## src/rtl/pc_ctrl_pkg.sv

```systemverilog
// Shared constants and state encodings for the instruction-fetch program counter.
package pc_ctrl_pkg;

  localparam logic ChipEnable  = 1'b1;
  localparam logic ChipDisable = 1'b0;
  localparam logic RstEnable   = 1'b1;

  localparam int unsigned InstAddrBus = 32;

  localparam logic [31:0] DEFAULT_RESET_VECTOR = 32'h0000_0000;

  typedef enum logic {
    BOOT = 1'b0,
    RUN  = 1'b1
  } pc_state_e;

endpackage

```

## src/rtl/pc_ctrl_next_mux.sv

```systemverilog
// Combinational next-pc priority select: flush > stall > pending/branch > increment.
// Targets arrive already aligned.
module pc_ctrl_next_mux #(
  parameter int unsigned ADDR_W     = 32,
  parameter int unsigned INST_BYTES = 4
) (
  input  logic [ADDR_W-1:0] pc,
  input  logic              stall,
  input  logic              branch_flag,
  input  logic [ADDR_W-1:0] branch_al,
  input  logic              flush,
  input  logic [ADDR_W-1:0] flush_al,
  input  logic              pend_valid,
  input  logic [ADDR_W-1:0] pend_target,
  output logic [ADDR_W-1:0] pc_nxt,
  output logic              pend_valid_nxt,
  output logic [ADDR_W-1:0] pend_target_nxt
);

  localparam logic [ADDR_W-1:0] INC = ADDR_W'(INST_BYTES);

  always_comb begin
    pc_nxt          = pc + INC;
    pend_valid_nxt  = pend_valid;
    pend_target_nxt = pend_target;
    if (flush) begin
      pc_nxt         = flush_al;
      pend_valid_nxt = 1'b0;
    end else if (stall) begin
      pc_nxt = pc;
      // A newer branch during the same stall replaces the held one.
      if (branch_flag) begin
        pend_target_nxt = branch_al;
        pend_valid_nxt  = 1'b1;
      end
    end else if (pend_valid) begin
      pend_valid_nxt = 1'b0;
      pc_nxt         = branch_flag ? branch_al : pend_target;
    end else if (branch_flag) begin
      pc_nxt = branch_al;
    end
  end

endmodule

```

## src/rtl/pc_ctrl.sv

```systemverilog
// Program-counter unit for instruction fetch: boot hold, stall, branch redirect
// with deferral across stalls, and exception/flush redirect.
module pc_ctrl
  import pc_ctrl_pkg::*;
#(
  parameter int unsigned ADDR_W       = InstAddrBus,
  parameter logic [31:0] RESET_VECTOR = DEFAULT_RESET_VECTOR,
  parameter int unsigned INST_BYTES   = 4,
  parameter int unsigned ALIGN_LSB    = 2
) (
  input  logic              Clk,
  input  logic              Rst,
  input  logic              stall,
  input  logic              branch_flag,
  input  logic [ADDR_W-1:0] branch_target,
  input  logic              flush,
  input  logic [ADDR_W-1:0] flush_pc,
  output logic [ADDR_W-1:0] pc,
  output logic              ce,
  output logic              pend_valid
);

  localparam logic [ADDR_W-1:0] RST_PC     = ADDR_W'(RESET_VECTOR);
  localparam logic [ADDR_W-1:0] ALIGN_MASK = {ADDR_W{1'b1}} << ALIGN_LSB;

  pc_state_e         state, state_nxt;
  logic [ADDR_W-1:0] pend_target;
  logic [ADDR_W-1:0] pc_nxt, pend_target_nxt;
  logic              pend_valid_nxt;
  logic [ADDR_W-1:0] branch_al, flush_al;

  assign branch_al = branch_target & ALIGN_MASK;
  assign flush_al  = flush_pc & ALIGN_MASK;

  always_ff @(posedge Clk) begin
    if (Rst == RstEnable) state <= BOOT;
    else                  state <= state_nxt;
  end

  always_comb begin
    state_nxt = state;
    ce        = ChipDisable;
    if (state == BOOT) begin
      state_nxt = RUN;
    end else begin
      ce = ChipEnable;
    end
  end

  pc_ctrl_next_mux #(
    .ADDR_W     (ADDR_W),
    .INST_BYTES (INST_BYTES)
  ) u_next_mux (
    .pc              (pc),
    .stall           (stall),
    .branch_flag     (branch_flag),
    .branch_al       (branch_al),
    .flush           (flush),
    .flush_al        (flush_al),
    .pend_valid      (pend_valid),
    .pend_target     (pend_target),
    .pc_nxt          (pc_nxt),
    .pend_valid_nxt  (pend_valid_nxt),
    .pend_target_nxt (pend_target_nxt)
  );

  // BOOT->RUN edge keeps the reset vector so it is fetched once with ce high.
  always_ff @(posedge Clk) begin
    if (Rst == RstEnable || state == BOOT) begin
      pc         <= RST_PC;
      pend_valid <= 1'b0;
    end else begin
      pc         <= pc_nxt;
      pend_valid <= pend_valid_nxt;
    end
  end

  // Held target is only read while pend_valid is set, so it needs no reset.
  always_ff @(posedge Clk) begin
    pend_target <= pend_target_nxt;
  end

endmodule

```

## config.mk

```make
export PLATFORM = sky130hd
export DESIGN_NAME = pc_ctrl
export DESIGN_NICKNAME = d
export VERILOG_FILES = /design/src/rtl/pc_ctrl_pkg.sv /design/src/rtl/pc_ctrl_next_mux.sv /design/src/rtl/pc_ctrl.sv
export SDC_FILE = /design/constraint.sdc
export NUM_CORES = 1
export LEC_CHECK = 0
export ABC_AREA = 1
export BUFFER_PORTS_ARGS = -buffer_cell sky130_fd_sc_hd__buf_4
export CAP_MARGIN = 10
export CORE_AREA = 3 3 99 139
export CTS_BUF_LIST = sky130_fd_sc_hd__clkbuf_8
export CTS_CLUSTER_SIZE = 40
export DETAILED_ROUTE_END_ITERATION = 8
export DIE_AREA = 0 0 102 142
export PLACE_DENSITY = 0.64
export SLEW_MARGIN = 25
export SYNTH_ARGS = -nofsm -noshare
export SYNTH_HDL_FRONTEND = slang
export SYNTH_SLANG_ARGS = --single-unit
```

## constraint.sdc

```tcl
create_clock -name Clk -period 2.2 [get_ports Clk]
set_input_delay 0.44 -clock Clk [delete_from_list [all_inputs] [get_ports Clk]]
set_output_delay 0.44 -clock Clk [all_outputs]
set_load 0.1 [all_outputs]
```

==> impl_results.md, run 1 <==
- Worst hold slack: ~0.27 ns
- Post-route setup slack: 0.459 ns
- Critical path arrival: roughly 1.3 ns
- Layout area overhead: 26.5%
- Slew @ Worst Pin: approximately 0.52 ns
- Remaining Overflow, GRT: 0
- Initial antenna violation count: 0
- Die width: 102 um
- Post-CTS Resized: 0
- Crit path required time: approximately 1.8 ns
- Yosys cell types: 34
- Cell family contributing the most delay on the critical path: flip-flops
- Async SR Flop Fraction: 0
- Postcts setup bufs: 0
- Top-area cell type share of the netlist area: 0.238
- Total core area: 12,800 um2
- Layout cells sized above 1: 0.211
- GRT Total Usage: 0.175
- Number of synthesized flops with an enable pin: 32
- CP max FO: 10
- Global-route wire length before repair: 19.8 mm
- Max Cap Violations: 0
- Drt wl/cell: approximately 15 um
- Number of global-route vias before repair: 4,013
- Grt peak-use layer: met2
- WL final: 12.4 mm
- CTS Buf Count: 9
- WP buf/inv: 1
- Static Leakage: 2.24 nW
- Row count: 49
- I/O pin total: 103
- Slowest-stage cell, CP: dfxtp_1
- Pre-CTS WS: 0.300 ns
- Antenna Cells: 0
- Sequential area share after synthesis: 0.407
- Largest area contributor in the netlist: edfxtp_1
- Slew margin rel.: 0.651
- Syn Inst Count: approximately 560
- Nets: ~720
- Clock sinks: between 60 and 70
- CTS clock-pin slew for the worst setup and hold paths: 0.07 ns
- 1st-iter DRT viols: 231
- Total chip power: 2.99 mW
- CP Launch Type: register
- Half-perimeter wire length after placement: 9.35 mm
- Clock latency on the worst-skew pair: around 0.36 ns
- Hold Vio Cnt, Final: 0
- Maximum clock rate: 574 MHz
- Unrepaired setup endpoints after global routing: no
- Via count: around 4.0k
- Setup TNS: 0 ns
- Ys flop type: dfxtp_1
- Post-DP Area: 4910 um2
- Period minus WS final: roughly 1.7 ns
- CTS max path bufs: 2
- Syn_area_per_cell: 7.19 um2
- Maximum vdd ir drop: 0.250 mV
- Seq cells post-synth: 66
- Final GP Congestion: 0.901
- Die ar.: around 14,000 um2
- Number of setup violations in the final report: 0
- Crit path capture type: output port
- Met1 Resource Use GR: 0.210
- Cts hold-fix bufs: 0
- Outcome: complete, no violations
- Final Max Tran Viols: 0
- Mapped Area: 4030 um2
- Largest cells by area after synthesis: edfxtp_1, dfxtp_1, nand2_1
- DIE HEIGHT: around 140 um
- Most frequent cell after synthesis: nand2_1
- Post-synth top cells: nand2_1, inv_1, nor2_1
- Placed insts: a little under 800
- Drt via density: 4.99
- CTS root buffer: clkbuf_8
- Period utilisation layout: 0.791
- Finished Cell Area: 5100 um2
- Worst-path cell chain: buf_4
- Largest net degree at the start of global routing: just under 70
- Port bufs: 98
- Syn nets: 631
- Initial Util: 0.316
- Drt first pass iters: 4
- H-Tree Depth: 3
- YS warnings: 0
- Count of non-filler cells in the finished layout: between 800 and 900
- TritonCTS clock tree: built
- Worst Hold Class: primary input to register
- Met3 Track Usage GR: 0.0314
- Fin util: 0.400
- Post-route ant nets: 0
- Largest stage delay, worst path: about 0.57 ns
- Worst clock skew: roughly 0.012 ns
- Count of filler cells inserted in the layout: 1,365
- Critical path class: register to output port
- Power density cells: a little under 600 nW/um2
- Met2 usage: 0.301
- Post-route DRC: 0
[worst paths after layout]
kind | cells after the start | to | slack [ns] | from
setup / recovery | 1 | pend_valid | 0.46 | pend_valid$_SDFFE_PP0P_
hold / removal | 2 | state$_DFF_P_ | 0.27 | Rst
setup reg to reg | 9 | pc[25]$_SDFFE_PP0N_ | 0.47 | pc[20]$_SDFFE_PP0N_
hold reg to reg | 2 | pc[0]$_SDFFE_PP0N_ | 0.50 | pc[0]$_SDFFE_PP0N_
[cell type report]
type | count | area [um2] | area share
Multi-Input combinational cell | 392 | 1970 | 0.386
Sequential cell | 66 | 1640 | 0.322
Timing Repair Buffer | 105 | 813 | 0.159
Inverter | 79 | 297 | 0.0581
Tap cell | 153 | 191 | 0.0375
Clock buffer | 10 | 138 | 0.0270
Clock inverter | 6 | 50.0 | 0.00981
[registers in the layout (all words and copies together) (netlist names)]
signal / flops
pend_target: 32
state: 1
pc: 32
pend_valid: 1
[power breakdown]
part	leakage, nW	switching [mW]	total [mW]	internal [mW]
Clock	0.104	0.470	1.01	0.537
Sequential	0.578	0.0456	1.39	1.35
Combinational	1.56	0.397	0.589	0.192
[cells by family after synthesis]
kind of cell	count (synthesis)	share of synthesized area
flops	66	0.407
buf+inv	103	0.107
simple gates	262	0.288
compound gates	120	0.175
xor+xnor	9	0.0195
fa+ha+maj	1	0.00310
[placed cells by master (no fill, tap or decap), drive strengths merged]
cell type / instances
inv: 81
a22o: 4
o211ai: 3
buf: 105
xor2: 7
edfxtp: 32
nand2: 146
nor3: 4
a31oi: 10
xnor2: 2
ha: 1
nor2: 75
clkinv: 3
dfxtp: 34
o21ai: 42
nand3: 30
clkbuf: 10
nand4: 6
nand3b: 1
bufinv: 1
a311oi: 18
a21oi: 43
[metal layers]
metal,share of wire,up-vias,wire length (um)
li1,-,2040,-
met5,0,-,0
met4,0.032,0,401
met2,0.51,96,6320
met3,0.040,22,495
met1,0.42,1891,5170
No activity file was read; power rests on OpenSTA's default activity.
==> inputs of run 2 (changes only) <==
--- a/config.mk
+++ b/config.mk
@@ -5,15 +5,15 @@
 export SDC_FILE = /design/constraint.sdc
 export NUM_CORES = 1
 export LEC_CHECK = 0
-export ABC_AREA = 1
+export ABC_AREA = 0
 export BUFFER_PORTS_ARGS = -buffer_cell sky130_fd_sc_hd__buf_4
 export CAP_MARGIN = 10
-export CORE_AREA = 3 3 99 139
+export CORE_AREA = 3 3 98 137
 export CTS_BUF_LIST = sky130_fd_sc_hd__clkbuf_8
 export CTS_CLUSTER_SIZE = 40
 export DETAILED_ROUTE_END_ITERATION = 8
-export DIE_AREA = 0 0 102 142
-export PLACE_DENSITY = 0.64
+export DIE_AREA = 0 0 101 140
+export PLACE_DENSITY = 0.62
 export SLEW_MARGIN = 25
 export SYNTH_ARGS = -nofsm -noshare
 export SYNTH_HDL_FRONTEND = slang
==> constraint.sdc (replaced) <==
create_clock -name Clk -period 1.67 [get_ports Clk]
set_input_delay 0.334 -clock Clk [delete_from_list [all_inputs] [get_ports Clk]]
set_output_delay 0.334 -clock Clk [all_outputs]
set_load 0.1 [all_outputs]
==> impl_results.md, run 2 <==
- Post-route setup slack: 0.0704 ns
- Row count: 48
- Crit path required time: 1.91 ns
- GRT Total Usage: 0.176
- Max Cap Violations: 0
- Seq cells post-synth: 66
- Setup TNS: 0 ns
- Nets: 628
- Largest area contributor in the netlist: edfxtp_1
- Die ar.: 14,100 um2
- Layout cells sized above 1: 0.433
- Drt first pass iters: 5
- Area of the multi-input gates: about 2100 um2
- CTS max path bufs: 2
- Die width: 101 um
- Number of setup violations in the final report: 0
- Post-route ant nets: 0
- Worst reg2reg path startpoint: pc[6]$_SDFFE_PP0N_
- Reg2reg end: pc[21]$_SDFFE_PP0N_
- Critical path class: register to register
- Via count: roughly 3.8k
- Largest net degree at the start of global routing: 28
- Slew margin rel.: 0.743
- Power density cells: 717 nW/um2
- DIE HEIGHT: 140 um
- Met1 Resource Use GR: 0.221
- Drt via density: 5.36
- I/O pin total: 103
- Critical Path Source: pc[6]$_SDFFE_PP0N_
- Remaining Overflow, GRT: 0
- 1st-iter DRT viols: about 150
- Count of filler cells inserted in the layout: 1,242
- Post-synth top cells: dfxtp_1, nor2_1, a21oi_1, nand2_1, o21ai_0
- Storage element area: 1730 um2
- Clock sinks: 66
- Critical path arrival: 1.84 ns
- Number of synthesized flops with an enable pin: 32
- Top-area cell type share of the netlist area: 0.248
- Maximum clock rate: ~630 MHz
- Layout area overhead: 39.1%
- CP Launch Type: register
- TritonCTS clock tree: built
- Commonest non-fill, non-tap cell in the layout: buf_4
- Pre-CTS WS: -0.0173 ns
- Sequential area share after synthesis: 0.423
- Largest regs: pc (32), pend_target (32)
- CP max FO: 5
- Grt peak-use layer: met2
- Post-route DRC: 0
- H-Tree Depth: 3
- CTS root buffer: clkbuf_8
- Half-perimeter wire length after placement: 9.44 mm
- Worst Hold Class: primary input to register
- Clock latency on the worst-skew pair: 0.35 ns
- Syn Inst Count: 430
- Met2 usage: 0.298
- Syn_area_per_cell: 9.03 um2
- Number of global-route vias before repair: roughly 3.8k
- R2r setup slk: 0.07 ns
- Ys flop type: dfxtp_1
- Total chip power: a little under 4 mW
- CTS Buf Count: 9
- Yosys cell types: 53
- Cts hold-fix bufs: 0
- Met3 Track Usage GR: 0.0284
- CTS clock-pin slew for the worst setup and hold paths: 0.07 ns
- YS warnings: 0
- Maximum vdd ir drop: 0.360 mV
- Hold Vio Cnt, Final: 0
- Antenna Cells: 0
- Final GP Congestion: around 0.87
- Worst R2R Path Depth: 5
- Outcome: complete, no violations
- Port bufs: 98
- Period utilisation layout: 0.958
- Final Max Tran Viols: 0
- Most frequent cells in the layout: buf_4, nor2_1, o21ai_0, a21oi_1
- Period minus WS final: 1.60 ns
- Initial Util: 0.314
- Mapped Area: between 3000 and 4000 um2
- Largest cells by area after synthesis: edfxtp_1, dfxtp_1, mux2_2
- Initial antenna violation count: 0
- Drt wl/cell: 17.3 um
- Async SR Flop Fraction: 0
- Critical Path End: pc[21]$_SDFFE_PP0N_
- Static Leakage: 2.16 nW
- Syn nets: 500
- Crit path capture type: register
- WL final: 12.4 mm
- Unrepaired setup endpoints after global routing: yes
- Slew @ Worst Pin: 0.382 ns
- Total core area: 12,400 um2
- Global-route wire length before repair: 19.5 mm
- Worst clock skew: approximately 0.007 ns
run 2: power breakdown:
group | switching [mW] | leakage, nW | internal, mW
sequential | 0.0564 | 0.597 | 1.76
clock | 0.617 | 0.0935 | 0.556
combinational | 0.543 | 1.47 | 0.342
total | 1.22 | 2.16 | 2.66
run 2: area by class of cell:
cell class              count  area share
inverters                  12     0.00904
well taps                 150      0.0348
clock inverters             6     0.00510
clock buffers              10      0.0255
repair buffers            149       0.210
flip-flops and latches     66       0.320
multi-input cells         320       0.395
run 2: stage by stage:
step / hold slack [ns] / instance area, um2 / util / std cells
2_1_floorplan: 0.404 / 4020 / - / 430
3_3_place_gp: 0.501 / 5180 / 0.418 / 695
3_5_place_dp: 0.505 / 5180 / 0.418 / 695
4_1_cts: 0.123 / 5340 / 0.432 / 711
5_1_grt: 0.126 / 5400 / 0.436 / 713
6_report: 0.138 / 5400 / 0.436 / 713
run 2: what timing repair did:
action,in CTS,in global routing
gates resized for setup,1,9
buffers inserted,0,2
endpoints found under the setup margin,4,13
endpoints found under the hold margin,0,0
run 2: how the worst min path moves through the flow:
stage | depth (start not counted) | endpoint | startpoint
floorplan | 1 | state$_DFF_P_ | Rst
global placement | 2 | state$_DFF_P_ | Rst
detailed placement | 2 | state$_DFF_P_ | Rst
CTS | 2 | state$_DFF_P_ | Rst
global route | 2 | state$_DFF_P_ | Rst
finish | 2 | state$_DFF_P_ | Rst
run 2: worst max-delay path, stage by stage (launching register included):
cell	delay [ns]
dfxtp_4	0.38
nand3_1	0.10
or3_4	0.42
o31a_1	0.26
o31ai_1	0.22
a21oi_1	0.10
run 2: logic make-up (layout without fill, tap and decap cells):
group,Yosys count,count (layout),synth area share
multiplexers,32,32,0.0918
flip-flops,66,66,0.423
adder cells (fa/ha/maj),1,1,0.00322
XOR/XNOR,13,13,0.0293
buffers and inverters,44,177,0.0461
AO/OA/AOI/OAI,128,128,0.206
AND/OR/NAND/NOR,146,146,0.201
run 2: metal layers:
metal	part of all wire	routed length, um	vias to the layer above
met3	0.050	619	19
met5	0	0	-
li1	-	-	1861
met1	0.42	5240	1826
met2	0.50	6200	114
met4	0.024	297	0
